$ cat src/rtl/sprite_pkg.sv
// Shared sizing defaults, ROM timing and requester identities for the sprite ROM arbiter.
// Requester 0 is pacman; 1..4 are the ghosts.
package sprite_pkg;
    localparam int NUM_REQ_DEF = 5;
    localparam int ADDR_W_DEF  = 13;
    localparam int DATA_W_DEF  = 4;
    localparam int ROM_LAT     = 1;

    typedef enum logic [2:0] {
        REQ_PACMAN = 3'd0,
        REQ_GHOST0 = 3'd1,
        REQ_GHOST1 = 3'd2,
        REQ_GHOST2 = 3'd3,
        REQ_GHOST3 = 3'd4
    } req_idx_e;
endpackage

$ cat src/rtl/rr_pick.sv
// Round-robin pick: first active request at or above i_ptr, wrapping to 0; one-hot result.
// Purely combinational, no state.
module rr_pick
    import sprite_pkg::*;
#(
    parameter int NUM_REQ = NUM_REQ_DEF,
    parameter int PTR_W   = $clog2(NUM_REQ)
) (
    input  logic [NUM_REQ-1:0] i_req,
    input  logic [PTR_W-1:0]   i_ptr,
    output logic [NUM_REQ-1:0] o_gnt
);
    // One spare bit so ptr + offset cannot overflow before the wrap subtract.
    logic [PTR_W:0] w_idx;
    logic           w_found;

    always_comb begin
        o_gnt   = '0;
        w_found = 1'b0;
        w_idx   = '0;
        for (int i = 0; i < NUM_REQ; i++) begin
            w_idx = {1'b0, i_ptr} + (PTR_W+1)'(i);
            if (w_idx >= (PTR_W+1)'(NUM_REQ))
                w_idx = w_idx - (PTR_W+1)'(NUM_REQ);
            if (!w_found && i_req[w_idx[PTR_W-1:0]]) begin
                o_gnt[w_idx[PTR_W-1:0]] = 1'b1;
                w_found                 = 1'b1;
            end
        end
    end
endmodule

$ cat src/rtl/sprite_rom_arbiter.sv
// Sprite ROM arbiter: one combinational grant per cycle, response one cycle later; optional pacman priority via SPRITE_ARB_PACMAN_PRIO_EN.
// Requesters hold req/address until granted; no other backpressure.
module sprite_rom_arbiter
    import sprite_pkg::*;
#(
    parameter  int NUM_REQ = NUM_REQ_DEF,
    parameter  int ADDR_W  = ADDR_W_DEF,
    parameter  int DATA_W  = DATA_W_DEF,
    localparam int ID_W    = $clog2(NUM_REQ)
) (
    input  logic                      Clk,
    input  logic                      Reset,
    input  logic                      frame_start,
    input  logic [NUM_REQ-1:0]        req,
    input  logic [NUM_REQ*ADDR_W-1:0] req_addr,
    output logic [NUM_REQ-1:0]        gnt,
    output logic                      rom_en,
    output logic [ADDR_W-1:0]         rom_addr,
    input  logic [DATA_W-1:0]         rom_data,
    output logic                      rd_valid,
    output logic [ID_W-1:0]           rd_id,
    output logic [DATA_W-1:0]         rd_data
);
    logic [ID_W-1:0]    r_rr_ptr;
    logic               r_rd_vld;
    logic [ID_W-1:0]    r_rd_id;
    logic [NUM_REQ-1:0] w_pick_req;
    logic [NUM_REQ-1:0] w_pick_gnt;
    logic [NUM_REQ-1:0] w_gnt;
    logic               w_prio_hit;
    logic [ID_W-1:0]    w_gnt_id;
    logic [ADDR_W-1:0]  w_addr;
    logic [ID_W-1:0]    w_ptr_nxt;

`ifdef SPRITE_ARB_PACMAN_PRIO_EN
    assign w_prio_hit = req[int'(REQ_PACMAN)];
    assign w_pick_req = req & ~(NUM_REQ'(1) << int'(REQ_PACMAN));
`else
    assign w_prio_hit = 1'b0;
    assign w_pick_req = req;
`endif

    rr_pick #(
        .NUM_REQ (NUM_REQ),
        .PTR_W   (ID_W)
    ) u_rr_pick (
        .i_req (w_pick_req),
        .i_ptr (r_rr_ptr),
        .o_gnt (w_pick_gnt)
    );

    always_comb begin
        w_gnt = w_pick_gnt;
        if (w_prio_hit)
            w_gnt = NUM_REQ'(1) << int'(REQ_PACMAN);
        if (Reset)
            w_gnt = '0;
    end

    always_comb begin
        w_gnt_id = '0;
        w_addr   = '0;
        for (int i = 0; i < NUM_REQ; i++) begin
            if (w_gnt[i]) begin
                w_gnt_id = ID_W'(i);
                w_addr   = req_addr[i*ADDR_W +: ADDR_W];
            end
        end
    end

    // Priority grants to pacman leave the rotation untouched; frame_start overrides everything.
    always_comb begin
        w_ptr_nxt = r_rr_ptr;
        if (|w_gnt && !w_prio_hit)
            w_ptr_nxt = (w_gnt_id == ID_W'(NUM_REQ-1)) ? '0 : w_gnt_id + 1'b1;
        if (frame_start)
            w_ptr_nxt = '0;
    end

    always_ff @(posedge Clk) begin
        if (Reset) begin
            r_rr_ptr <= '0;
            r_rd_vld <= 1'b0;
            r_rd_id  <= '0;
        end else begin
            r_rr_ptr <= w_ptr_nxt;
            r_rd_vld <= |w_gnt;
            r_rd_id  <= w_gnt_id;
        end
    end

    assign gnt      = w_gnt;
    assign rom_en   = |w_gnt;
    assign rom_addr = w_addr;
    assign rd_valid = r_rd_vld & ~Reset;
    assign rd_id    = Reset ? '0 : r_rd_id;
    assign rd_data  = rd_valid ? rom_data : '0;
endmodule

$ cat config.mk
export PLATFORM = sky130hd
export DESIGN_NAME = sprite_rom_arbiter
export DESIGN_NICKNAME = d
export VERILOG_FILES = /design/src/rtl/sprite_pkg.sv /design/src/rtl/rr_pick.sv /design/src/rtl/sprite_rom_arbiter.sv
export SDC_FILE = /design/constraint.sdc
export NUM_CORES = 1
export LEC_CHECK = 0
export ABC_AREA = 1
export ABC_CLOCK_PERIOD_IN_PS = 7100
export CAP_MARGIN = 20
export CORE_AREA = 2 2 71 73
export CTS_BUF_LIST = sky130_fd_sc_hd__clkbuf_4 sky130_fd_sc_hd__clkbuf_8
export DETAILED_ROUTE_END_ITERATION = 16
export DIE_AREA = 0 0 73 75
export GPL_TIMING_DRIVEN = 1
export PLACE_DENSITY = 0.95
export SLEW_MARGIN = 15
export SYNTH_ARGS = -nofsm -noshare
export SYNTH_HDL_FRONTEND = slang
export SYNTH_SLANG_ARGS = --single-unit
$ cat constraint.sdc
create_clock -name Clk -period 7.1 [get_ports Clk]
set_input_delay 0.71 -clock Clk [delete_from_list [all_inputs] [get_ports Clk]]
set_output_delay 0.71 -clock Clk [all_outputs]
set_load 0.03 [all_outputs]
==> results.cfg <==
[run_status]
status = complete, no violations

[detailed_routing]
dr.pass1.iters = 5
routed-via-count = 2959
first_iter_violations = 315
drt_wl_total_microns = 7590
drc = 0
viasPerCell = 5.21
ant_nets = 0
wl_per_cell_microns = 13.4

[clock_tree]
clock_latency_ns = 0.23
clockBufferDepth = 2
cts_hold_buffers = 0
cts_htree_levels = 1
cts_tree = yes
cts_resized = 0
postCtsSetupBuffers = 0
cts.sinks = 7
cts.clk_slew.worst_paths_ns = 0.04
numCtsBuffers = 3
clock-root-buffer = clkbuf_8

[yosys]
syn-num-nets = 502
synth_cells = 415
synth_top_area_share_pct = 30.9
synth_mux_area_share_pct = 0
ys_ff_latch = 7
synthTopCellsByArea = nand2_1 31%, nand3_1 14%, nor2_1 7.9%, dfxtp_1 6.7%, inv_1 6.6%
avgSynthCellArea_sq_um = 5.06
yosysMostFrequentCell = nand2_1
synthesis.area_sq_um = 2100
yosysSeqAreaShare_pct = 6.67
synth_top_family_by_area = simple AND/OR/NAND/NOR gates
synthAdderAreaFrac_pct = 6.32
synth_top_area_cell = nand2_1
netlist-cell-type-count = 27
synth_edf_count = 0
yosys_most_used_dff = dfxtp_1
yosys-top-cells-count = 173 x nand2_1, 59 x nand3_1, 44 x nor2_1
async_reset_ff_share_pct = 0
synth_compound_area_share_pct = 6.85
synthXorXnorAreaFrac_pct = 1.73
ys.warnings.count = 0
synth-simple-area-share_pct = 65.7

[global_route]
grt_overflow_total = 0
grt_pass1_wl_microns = 11800
grt_max_degree = 16
grt_pass1_vias = 2714
grtUsageTotal_pct = 26.9
antenna_found_initial = 2

[cells_and_area]
finish.utilization_pct = 68.0
drive_gt1_share_pct = 7.60
layout.cells.non_filler = 568
fill_cells = 418
area_growth_syn_to_layout_pct = 51.0
nets = 601

[sta]
finalHoldViolations = 0
fin_ws_ns = 1.94
fmax_ghz = 0.194
final.period_utilization_pct = 72.6
rsz0062_at_grt = false
post-route-min-period_ns = 5.16
clock_skew_ns = 0.00538
tightest_slew_ns = 0.710
tns_ns = 0
slew_violations = 0
timing.slew.headroom_pct = 52.6
finalSetupViolCount = 0

[floorplanning]
core_sq_um = 4660
fp-row-count = 25
die_x_microns = 73
die_height_microns = 75
start_util_pct = 45.0
boundaryPins = 104
die_area_sq_um = 5480

[critical_path]
required_ns = 6.39
critPathMaxStageDelay_ns = 0.77
worst-setup-path-type = flop to output port
reg2reg_depth = 23
critPathMaxFanout = 15
start_kind = flop
cpMaxStageDelayCell = dfxtp_1
cp_cell_sequence = inv_2 -> ha_1 -> ha_1 -> nor2_1 -> a21boi_0 -> inv_1 -> o21ai_1 -> nand2_1 -> inv_1 -> nand3_1 -> nand3_2 -> nand2_2 -> inv_2 -> nand2_1 -> nand2_1 -> a21oi_1 -> nand3_1 -> clkdlybuf4s50_1
arrival_ns = 4.45
timing.rr.start = r_rr_ptr[0]
crit_top_cell = nand2_1
reg2reg_to = r_rr_ptr[1]
cp-end-kind = output port
rrSetupSlack_ns = 3.12

[pwr]
power_frac_seq_pct = 4.4
ir_drop_v = 0.000387
p_per_area_nw_per_um2 = 552
p_switching_w = 0.00108
power_frac_clock_pct = 3.4
p_sw_share_pct = 61.7
p_int_w = 0.000670
leakagePower_nw = 1.66
p_comb_share_pct = 92.1

[min_path]
hp-class = flop to flop
hold_depth = 2
hold-path-endpoint = r_rr_ptr[1]
hold_start = r_rr_ptr[1]

[placement]
gp_congestion = 0.960
io_buffers = 103
placed_cells = 563
place_ws_ns = 2.28
hpwl_microns = 6300

[run]
max-cap-violations = 0
==> power by group through the flow <==
stage | clock network (W) | registers (W) | logic (W)
5_1_grt | 0.0000649 | 0.0000800 | 0.00177
2_1_floorplan | 0 | 0.0000638 | 0.00116
4_1_cts | 0.0000619 | 0.0000776 | 0.00160
3_5_place_dp | 0 | 0.0000783 | 0.00159
3_3_place_gp | 0 | 0.0000781 | 0.00156
6_report | 0.0000598 | 0.0000778 | 0.00161
==> critical path: cells and delay by family (launching register included) <==
family,cells,cell delay [ns]
and+or+nand+nor,8,0.68
DFF,1,0.77
adders and majority gates,2,0.73
AOI/OAI and AO/OA,3,0.58
buffers and inverters,5,1.47
==> cell usage in the layout, fill, tap and decap left out, types with 5 or more instances in the layout <==
| cell | synthesis | layout |
|---|---|---|
| nand2_1 | 173 | 173 |
| clkdlybuf4s50_1 | 0 | 103 |
| nand3_1 | 59 | 59 |
| nor2_1 | 44 | 44 |
| inv_1 | 37 | 37 |
| inv_2 | 13 | 13 |
| a21oi_1 | 13 | 13 |
| nand4_1 | 11 | 11 |
| nand2_2 | 9 | 9 |
| ha_1 | 9 | 9 |
| dfxtp_1 | 7 | 7 |
| nand3_2 | 5 | 5 |
| o21ai_1 | 5 | 5 |
| nor3_1 | 5 | 5 |
==> per-layer routing <==
layer,vias up,wire length (microns),GRT usage [%]
li1,1509,-,-
met1,1281,3060,34.1
met2,138,3730,45.4
met3,29,597,6.02
met4,2,198,8.64
met5,-,13,0
==> stage by stage <==
step / area [sq um] / power (W) / hold slack, ns
floorplan: 2100 / 0.00123 / 0.637
detailed placement: 3120 / 0.00167 / 0.743
finish: 3170 / 0.00175 / 0.747
global route: 3170 / 0.00191 / 0.790
global placement: 3120 / 0.00163 / 0.724
CTS: 3170 / 0.00174 / 0.747
==> cell families after synthesis <==
group | after synthesis
AND/OR/NAND/NOR | 312
buffers and inverters | 59
AO/OA/AOI/OAI | 25
adder cells (fa/ha/maj) | 10
flip-flops | 7
XOR/XNOR | 2
==> sequential cells by signal, indices dropped and copies added, names as in the netlist <==
signal / cells
r_rd_vld: 1
r_rd_id: 3
r_rr_ptr: 3
==> cell type report <==
class	count	area, sq um	share of cell area, %
inverters	50	188	5.92
flip-flops and latches	7	140	4.42
diodes	1	2.50	0.0790
clock buffers	4	48.8	1.54
well taps	54	67.6	2.13
repair buffers	103	1030	32.5
multi-input cells	349	1690	53.4
==> worst max path at each step <==
stage | start | to | slack, ns
after detailed placement | r_rr_ptr[0] | rom_addr[7] | 2.28
after floorplan | r_rr_ptr[1] | rom_addr[10] | 3.46
after global routing | r_rr_ptr[0] | rom_addr[0] | 1.56
after CTS | r_rr_ptr[0] | rom_addr[0] | 2.01
after global placement | r_rr_ptr[0] | rom_addr[4] | 2.36
final | r_rr_ptr[0] | rom_addr[2] | 1.94
Power figures use the tool's default switching activity.
